==> src/rtl/digi_ota_pkg.sv <==
// ============================================================================
// Module      : digi_ota_pkg
// Description : Shared types and default sizing for the digital OTA bank.
// Revision    : 1.0 - initial release
// ============================================================================
`default_nettype none

package digi_ota_pkg;

    typedef enum logic [1:0] {
        ST_HOLD  = 2'd0,
        ST_QUAL  = 2'd1,
        ST_DRIVE = 2'd2
    } ota_state_t;

    localparam int c_CH_DEFAULT          = 4;
    localparam int c_SYNC_STAGES_DEFAULT = 2;
    localparam int c_SETTLE_DEFAULT      = 4;

    // Qualification counter width: must be able to hold the value SETTLE itself.
    function automatic int cnt_width(input int settle);
        return (settle < 1) ? 1 : $clog2(settle + 1);
    endfunction

endpackage

`default_nettype wire

==> src/rtl/digi_ota_chan.sv <==
// ============================================================================
// Module      : digi_ota_chan
// Description : One OTA channel: input synchroniser, polarity-qualification
//               FSM and output tracking. Bus keeper on out when
//               DIGI_OTA_KEEPER_EN is defined, forced-low when released otherwise.
// Revision    : 1.0 - initial release
// ============================================================================
`default_nettype none

module digi_ota_chan
    import digi_ota_pkg::*;
#(
    parameter int SYNC_STAGES = c_SYNC_STAGES_DEFAULT,
    parameter int SETTLE      = c_SETTLE_DEFAULT
) (
    input  logic clk,
    input  logic rst,
    input  logic i_en,
    input  logic i_vip,
    input  logic i_vin,
    output logic o_out,
    output logic o_oe,
    output logic o_chg
);

    localparam int              c_CW     = cnt_width(SETTLE);
    localparam logic [c_CW-1:0] c_ONE    = c_CW'(1);
    localparam logic [c_CW-1:0] c_ZERO   = '0;
    localparam logic [c_CW-1:0] c_SETTLE = c_CW'(SETTLE);

    localparam logic [1:0] c_ST_HOLD  = 2'(ST_HOLD);
    localparam logic [1:0] c_ST_QUAL  = 2'(ST_QUAL);
    localparam logic [1:0] c_ST_DRIVE = 2'(ST_DRIVE);

    logic [SYNC_STAGES-1:0] r_sync_p;
    logic [SYNC_STAGES-1:0] r_sync_n;
    logic [1:0]             r_state;
    logic [c_CW-1:0]        r_cnt;
    logic                   r_cand;
    logic                   r_last;
    logic                   r_oe;
    logic                   r_chg;

    logic                   w_vip_s;
    logic                   w_vin_s;
    logic                   w_diff;
    logic                   w_pol;
    logic [1:0]             w_state_nxt;
    logic [c_CW-1:0]        w_cnt_nxt;
    logic                   w_cand_nxt;
    logic                   w_enter_drive;
    logic                   w_qual_done;

    assign w_vip_s     = r_sync_p[SYNC_STAGES-1];
    assign w_vin_s     = r_sync_n[SYNC_STAGES-1];
    assign w_diff      = w_vip_s ^ w_vin_s;
    assign w_pol       = w_vip_s;
    assign w_qual_done = (c_CW'(r_cnt + c_ONE) >= c_SETTLE);

    always_comb begin
        w_state_nxt   = r_state;
        w_cnt_nxt     = r_cnt;
        w_cand_nxt    = r_cand;
        w_enter_drive = 1'b0;

        if (!i_en) begin
            w_state_nxt = c_ST_HOLD;
            w_cnt_nxt   = c_ZERO;
        end else begin
            case (r_state)
                c_ST_HOLD: begin
                    if (w_diff) begin
                        w_cand_nxt = w_pol;
                        w_cnt_nxt  = c_ONE;
                        if (SETTLE == 1) begin
                            w_state_nxt   = c_ST_DRIVE;
                            w_enter_drive = 1'b1;
                        end else begin
                            w_state_nxt = c_ST_QUAL;
                        end
                    end
                end
                c_ST_QUAL: begin
                    if (!w_diff) begin
                        w_state_nxt = c_ST_HOLD;
                        w_cnt_nxt   = c_ZERO;
                    end else if (w_pol != r_cand) begin
                        w_cand_nxt = w_pol;
                        w_cnt_nxt  = c_ONE;
                    end else if (w_qual_done) begin
                        w_state_nxt   = c_ST_DRIVE;
                        w_cnt_nxt     = c_SETTLE;
                        w_enter_drive = 1'b1;
                    end else begin
                        w_cnt_nxt = c_CW'(r_cnt + c_ONE);
                    end
                end
                c_ST_DRIVE: begin
                    if (!w_diff) begin
                        w_state_nxt = c_ST_HOLD;
                        w_cnt_nxt   = c_ZERO;
                    end else if (w_pol != r_last) begin
                        // Polarity reversal while driving must requalify from scratch.
                        w_cand_nxt = w_pol;
                        w_cnt_nxt  = c_ONE;
                        if (SETTLE == 1) begin
                            w_state_nxt   = c_ST_DRIVE;
                            w_enter_drive = 1'b1;
                        end else begin
                            w_state_nxt = c_ST_QUAL;
                        end
                    end
                end
                default: begin
                    w_state_nxt = c_ST_HOLD;
                    w_cnt_nxt   = c_ZERO;
                end
            endcase
        end
    end

    always_ff @(posedge clk) begin
        if (rst) begin
            r_sync_p <= '0;
            r_sync_n <= '0;
            r_state  <= c_ST_HOLD;
            r_cnt    <= c_ZERO;
            r_cand   <= 1'b0;
            r_last   <= 1'b0;
            r_oe     <= 1'b0;
            r_chg    <= 1'b0;
        end else begin
            r_sync_p <= {r_sync_p[SYNC_STAGES-2:0], i_vip};
            r_sync_n <= {r_sync_n[SYNC_STAGES-2:0], i_vin};
            r_state  <= w_state_nxt;
            r_cnt    <= w_cnt_nxt;
            r_cand   <= w_cand_nxt;
            r_oe     <= (w_state_nxt == c_ST_DRIVE);
            r_chg    <= w_enter_drive && (w_cand_nxt != r_last);
            if (w_enter_drive) begin
                r_last <= w_cand_nxt;
            end
        end
    end

    // The last driven value doubles as the output level register.
`ifdef DIGI_OTA_KEEPER_EN
    assign o_out = r_last;
`else
    assign o_out = r_last & r_oe;
`endif
    assign o_oe  = r_oe;
    assign o_chg = r_chg;

endmodule

`default_nettype wire

==> src/rtl/digi_ota_bank.sv <==
// ============================================================================
// Module      : digi_ota_bank
// Description : Multi-channel clocked digital OTA. Instantiates CH independent
//               channels; optional bus keeper via DIGI_OTA_KEEPER_EN.
// Revision    : 1.0 - initial release
// ============================================================================
`default_nettype none

module digi_ota_bank
    import digi_ota_pkg::*;
#(
    parameter int CH          = c_CH_DEFAULT,
    parameter int SYNC_STAGES = c_SYNC_STAGES_DEFAULT,
    parameter int SETTLE      = c_SETTLE_DEFAULT
) (
    input  logic          clk,
    input  logic          rst,
    input  logic          en,
    input  logic [CH-1:0] vip,
    input  logic [CH-1:0] vin,
    output logic [CH-1:0] out,
    output logic [CH-1:0] oe,
    output logic [CH-1:0] chg
);

    for (genvar g = 0; g < CH; g++) begin : g_chan
        digi_ota_chan #(
            .SYNC_STAGES (SYNC_STAGES),
            .SETTLE      (SETTLE)
        ) u_chan (
            .clk   (clk),
            .rst   (rst),
            .i_en  (en),
            .i_vip (vip[g]),
            .i_vin (vin[g]),
            .o_out (out[g]),
            .o_oe  (oe[g]),
            .o_chg (chg[g])
        );
    end

endmodule

`default_nettype wire

==> config.mk <==
export PLATFORM = sky130hd
export DESIGN_NAME = digi_ota_bank
export DESIGN_NICKNAME = d
export VERILOG_FILES = /design/src/rtl/digi_ota_pkg.sv /design/src/rtl/digi_ota_chan.sv /design/src/rtl/digi_ota_bank.sv
export SDC_FILE = /design/constraint.sdc
export NUM_CORES = 1
export LEC_CHECK = 0
export ABC_CLOCK_PERIOD_IN_PS = 1670
export CAP_MARGIN = 30
export CORE_MARGIN = 10
export CORE_UTILIZATION = 40
export DETAILED_ROUTE_END_ITERATION = 10
export PLACE_DENSITY = 0.59
export REMOVE_ABC_BUFFERS = 1
export SETUP_SLACK_MARGIN = 0.2
export SLEW_MARGIN = 20
export SYNTH_ARGS = -nofsm -noshare
export SYNTH_HDL_FRONTEND = slang
export SYNTH_SLANG_ARGS = --single-unit
==> constraint.sdc <==
create_clock -name clk -period 1.67 [get_ports clk]
set_clock_uncertainty 0.2 [all_clocks]
set_input_delay 0.334 -clock clk [delete_from_list [all_inputs] [get_ports clk]]
set_output_delay 0.334 -clock clk [all_outputs]
set_load 0.005 [all_outputs]
# Word level (Yosys, flattened, before mapping)
# Cells that the tools add are included.
# totals
elab_cells	202
in_bits	11
output_inout_bits	12
regBits	52
# op_classes
eq_ne	32
reduce_logical	13
bitwise_logic	9
n_lt_le_gt_ge	4
mux	108
n_addsub	4
# ops
cell	count
two-way mux 3 bit	24
two-way mux 2 bit	28
two-way mux 1 bit	44
case mux 3 bit (3 select lines)	4
case mux 2 bit (3 select lines)	4
equality test 2 bit, second input constant	8
adder 3 x 1 -> 3 bit, second input constant	4
>= comparator 3 bit, second input constant	4
!= test 1 bit	12
!= test 3 bit, second input constant	4
case mux 1 bit (3 select lines)	4
equality test 2 x 1 -> 1 bit, second input constant	4
logical NOT 2 bit	4
!= test 2 x 1 -> 1 bit, second input constant	4
AND reduction 2 bit	4
bitwise AND 1 bit	4
logical AND 1 bit	4
XOR 1 bit	4
OR reduction 2 bit	1
inverter 1 bit	1

# Depth between registers and ports, before layout
# Gate-level depths: netlist of the first run.
# depth
depth_word	8
mapped_depth	6
mapped_depth_nobuf	5

# Modules after synthesis
# Synthesis of the first run repeated with hierarchy kept, for this count alone.
# unflattened
hier_cells	316
hier_area_um2	2850.2
# modules_own_cells
mod	seq_area_each_um2	cells_each	area_each_um2	n_inst
digi_ota_chan (g_chan[2].u_chan ...)	260.2	77	725.7	2
digi_ota_chan (g_chan[0].u_chan ...)	260.2	81	699.4	2

# Worst setup path after synthesis of the first run
# OpenSTA, ideal clock, no wires.
# synth_path
kind	register to register
from	register g_chan[3].u_chan.r_sync_p[1]
to	register g_chan[3].u_chan.r_last
t_required_ns	1.379
setup_time_ns	0.091
t_arrival_ns	1.404
path_stages_with_launch	6
path_slack_ns	-0.025
synth_period_minus_slack_ns	1.695
n_path_buf	1
cell_sequence	dfxtp_1 > buf_6 > or3b_4 > a211oi_4 > a21oi_1 > a311oi_1
# synth_between
elab_chain_len	5
word_cells_on_any_way	14
classes_between	2 x eq/ne; 11 x mux; 1 x bitwise
# synth_rtl
item	line_no	source
start, declared	digi_ota_chan.sv:35	logic [SYNC_STAGES-1:0] r_sync_p;
start signal, assigned	digi_ota_chan.sv:133	r_sync_p <= {r_sync_p[SYNC_STAGES-2:0], i_vip};
!= test 1 bit (on tied branches)	digi_ota_chan.sv:102, digi_ota_chan.sv:87	
two-way mux 1 bit (on tied branches)	digi_ota_chan.sv:102, digi_ota_chan.sv:87	
two-way mux 1 bit (on tied branches)	digi_ota_chan.sv:99, digi_ota_chan.sv:84	
case mux 1 bit (3 select lines) / two-way mux 1 bit (equally long branches)	digi_ota_chan.sv:70	case (r_state)
two-way mux 1 bit	digi_ota_chan.sv:66	if (!i_en) begin
end signal, assigned	digi_ota_chan.sv:141	r_last <= w_cand_nxt;
end, declared	digi_ota_chan.sv:40	logic r_last;
# Several ways; a longest one is shown, not always the timed one.
# A chain may end at the register's enable or synchronous reset.

# Final worst setup path of the first run
# layout_path
from	register g_chan[3].u_chan.r_cand
to	register g_chan[3].u_chan.r_last
# layout_between
elab_chain_len	5
word_cells_on_any_way	12
classes_between	1 x eq/ne; 11 x mux
# layout_rtl
item	line_no	source
start, declared	digi_ota_chan.sv:39	logic r_cand;
start signal, assigned	digi_ota_chan.sv:137	r_cand <= w_cand_nxt;
!= test 1 bit	digi_ota_chan.sv:87	end else if (w_pol != r_cand) begin
two-way mux 1 bit	digi_ota_chan.sv:87	
two-way mux 1 bit	digi_ota_chan.sv:84	if (!w_diff) begin
case mux 1 bit (3 select lines) / two-way mux 1 bit (equally long branches)	digi_ota_chan.sv:70	
two-way mux 1 bit	digi_ota_chan.sv:66	
# Several ways; a longest one is shown, not always the timed one.

==> impl_metrics.csv, run 1 <==
group,metric,value,unit
logic_synthesis,synth_common_cells,"52 x dfxtp_1, 24 x nor2b_1, 20 x nand2_1",
power,power.total,2600,uW
power,clkPwrFrac,35.9,%
min_path,min_path_cells,1,
clock_network,clk_pin_slew_worst_paths,90,ps
logic_synthesis,synthFlopType,"dfxtp_1",
timing,worst_slew_pin_slew,339,ps
min_path,hold_class,"register to register",
logic_synthesis,yosysMostFrequentCell,"dfxtp_1",
floorplan,num_io_pins,23,
drt,vias_per_cell,5.24,
timing,finalCritPeriodShare,102,%
clock_network,cts_buffers,5,
critical_path,crit_arrival,1720,ps
timing,timing.final.hold_violations,0,
floorplan,rows,30,
drt,dr.pass1.iters,4,
timing,finalSetupViolCount,4,
critical_path,r2r_end,"g_chan[3].u_chan.r_last$_SDFFE_PP0P_",
logic_synthesis,synthesis.instances,312,
logic_synthesis,yosysTopAreaCellShare,37.9,%
logic_synthesis,synth-edff-count,0,
critical_path,crit_fanout,3,
outcome,status,"finished with violations",
layout,antenna_cells,0,
critical_path,critPathKind,"register to register",
logic_synthesis,ys_ff_latch,52,
power,power.density,622,nW/um2
drt,vias,2510,
layout,nets,413,
grt,antenna_found_initial,0,
drt,totalWireLength,7030,um
clock_network,cts_tree,"built",
floorplan,dieArea,10600,um2
critical_path,path_cells,"or3b_4, a211oi_4, buf_6, a21oi_2, a311oi_2",
power,p_leak,0.00169,uW
clock_network,root_buffer,"clkbuf_8",
timing,fin_crit,1700,ps
critical_path,reg2reg_from,"g_chan[3].u_chan.r_cand$_SDFF_PP0_",
logic_synthesis,yosys-top-cells-area,"dfxtp_1 38%, nor2b_1 5.5%, buf_4 3.6%",
critical_path,path_buf_inv,1,
timing,max_slew_margin,77.4,%
grt,grt_max_degree,19,
logic_synthesis,netlist_area,2750,um2
power,pwr-share-comb,14.6,%
layout,instances_no_fill,479,
logic_synthesis,synth_area_per_cell,8.81,um2
placement,dp_hpwl,4390,um
critical_path,startpoint_type,"register",
drt,first_iter_violations,82,
logic_synthesis,yosysSeqAreaShare,37.9,%
grt,grt_pass1_wl,11100,um
placement,portBuffers,22,
clock_network,htreeDepth,2,
timing,final_max_slew_viol_count,0,
floorplan,die_h,103,um
logic_synthesis,yosysUniqueCellTypes,59,
power,switching_share,23.1,%
timing,setup_slack,-32.4,ps
timing,hold_ws,241,ps
clock_network,insertion_delay,300,ps
critical_path,critPathMaxStageDelay,420,ps
outcome,violations,"setup timing",
logic_synthesis,synthArstFlopShare,0,%
drt,wl_per_cell,14.7,um
job,maxCapViolations,0,
placement,place_congestion,0.785,
critical_path,slowest_stage,"or3b_4",
critical_path,regToRegSetupSlack,-30,ps
floorplan,fp.dieW,103,um
drt,ant_nets,0,
floorplan,start_util,40.9,%
clock_network,cts.sinks,52,
min_path,min_from,"g_chan[1].u_chan.r_sync_p[0]$_SDFF_PP0_",
timing,rsz0062_at_grt,"yes",
critical_path,end_kind,"register",
placement,dp.cells,439,
critical_path,cp_top_family,"compound AO/OA/AOI/OAI gates",
power,p_seq_share,49.5,%
grt,grt_pass1_vias,2410,
critical_path,critical_path_depth,5,
clock_network,cts_max_path_buffers,2,
layout,layout-drive-gt1-share,48.6,%
critical_path,ff2ff_path_depth,5,
floorplan,coreArea,6720,um2
timing,fmax,0.587,GHz
grt,grtUsageTotal,12.8,%
layout,area_growth_syn_to_layout,52.2,%
power,switchingPower,602,uW
logic_synthesis,synth.largest_area_cell,"dfxtp_1",
min_path,hold_end,"g_chan[1].u_chan.r_sync_p[1]$_SDFF_PP0_",
power,p_int,2000,uW
grt,grt_overflow,0,
drt,drc,0,
logic_synthesis,ys_warn_count,0,
power,vdd_drop_max,362,uV
clock_network,postCtsHoldBufs,0,
critical_path,required,1690,ps
==> cells by family (layout without fill, tap and decap cells) <==
| kind of cell | Yosys count | count (layout) | share of synthesized area [%] |
|---|---|---|---|
| XOR/XNOR | 10 | 10 | 3.19 |
| multiplexers | 3 | 3 | 1.18 |
| AND/OR/NAND/NOR | 117 | 117 | 25.6 |
| adder cells (fa/ha/maj) | 4 | 4 | 1.82 |
| AO/OA/AOI/OAI | 81 | 81 | 21.8 |
| flip-flops | 52 | 52 | 37.9 |
| buffers and inverters | 45 | 132 | 8.60 |
==> worst reg2reg max path: stages (launching register included) <==
cell and delay [ps]:
dfxtp_1 320, or3b_4 420, a211oi_4 270, buf_6 140
a21oi_2 50, a311oi_2 210
==> layer usage <==
metal  up-vias  share of wire [%]  GRT usage (%)
met5         -                  0              0
met1      1197                 45           15.8
met4         0               0.83           4.06
met3         6                3.8           3.22
met2        35                 50           21.3
li1       1272                  -              -
==> layout by cell type (no fill, tap or decap), drive strengths merged, types with 3 or more instances in the layout <==
master,Yosys,routed
buf,23,94
nor3,4,4
o21ai,14,14
ha,4,4
xor2,3,3
clkdlybuf4s50,0,9
dlygate4sd2,0,8
o21a,4,4
or3b,5,5
nand4bb,3,3
clkbuf,10,8
nand2,20,20
and2,6,6
nand4,3,3
a21o,3,3
a211oi,7,7
xnor2,7,7
a21oi,18,18
o211ai,3,3
dfxtp,52,52
nor2b,24,24
nand3b,13,13
and4,4,4
nand2b,9,9
nor2,16,16
a31oi,6,6
inv,12,12
==> flip-flops by register name, indices dropped and copies added (netlist names) <==
signal,cells
g_chan.u_chan.r_cnt,12
g_chan.u_chan.r_sync_n,8
g_chan.u_chan.r_last,4
g_chan.u_chan.o_chg,4
g_chan.u_chan.o_oe,4
g_chan.u_chan.r_cand,4
g_chan.u_chan.r_state,8
g_chan.u_chan.r_sync_p,8
==> final cells by class <==
class                      count  area [um2]
clock inverter                 1        30.0
sequential                    52        1090
timing repair buffer         112         947
multi-input combinational    215        1870
clock buffer                   7        96.3
tap                           80         100
inverter                      12        47.5
fill                         545        2540
==> per-stage QoR <==
stage	TNS [ps]	utilization [%]	setup WS [ps]	instance area [um2]
3_3_place_gp	-12030	49.3	-597	3310
5_1_grt	-573	62.3	-118	4180
6_report	-38.8	62.3	-32.4	4180
4_1_cts	0	56.6	20.1	3810
2_1_floorplan	-316	-	-159	2560
3_5_place_dp	-12810	49.3	-638	3310
==> power by group through the flow <==
stage	clock (uW)	combinational (uW)	sequential, uW
4_1_cts	972	339	1290
3_3_place_gp	0	305	1320
2_1_floorplan	0	146	1330
5_1_grt	1020	414	1290
6_report	934	381	1290
3_5_place_dp	0	309	1320
==> worst max-delay path by stage <==
stage | start | to | slack [ps]
finish | g_chan[3].u_chan.r_cand$_SDFF_PP0_ | g_chan[3].u_chan.r_last$_SDFFE_PP0P_ | -30
global route | g_chan[3].u_chan.r_sync_n[1]$_SDFF_PP0_ | g_chan[3].u_chan.r_last$_SDFFE_PP0P_ | -120
CTS | g_chan[2].u_chan.r_sync_n[1]$_SDFF_PP0_ | g_chan[2].u_chan.r_last$_SDFFE_PP0P_ | 20
detailed placement | en | g_chan[1].u_chan.o_chg$_SDFF_PP0_ | -640
global placement | en | g_chan[1].u_chan.o_chg$_SDFF_PP0_ | -600
floorplan | g_chan[1].u_chan.r_state[1]$_SDFF_PP0_ | g_chan[1].u_chan.o_chg$_SDFF_PP0_ | -160
==> timing repair <==
item / CTS / global route
endpoints found under the setup margin: 48 / 37
pin swaps: 35 / 24
gates resized for setup: 101 / 60
buffers inserted: 16 / 15
gates cloned: 1 / 0
(Power assumes the default switching activity.)
==> inputs of run 2 (changes only) <==
--- a/config.mk
+++ b/config.mk
@@ -5,6 +5,7 @@
 export SDC_FILE = /design/constraint.sdc
 export NUM_CORES = 1
 export LEC_CHECK = 0
+export ABC_AREA = 0
 export ABC_CLOCK_PERIOD_IN_PS = 1670
 export CAP_MARGIN = 30
 export CORE_MARGIN = 10
==> results of run 2 <==
Same layout as run 1: the final DEF is identical, and so are final timing and power.
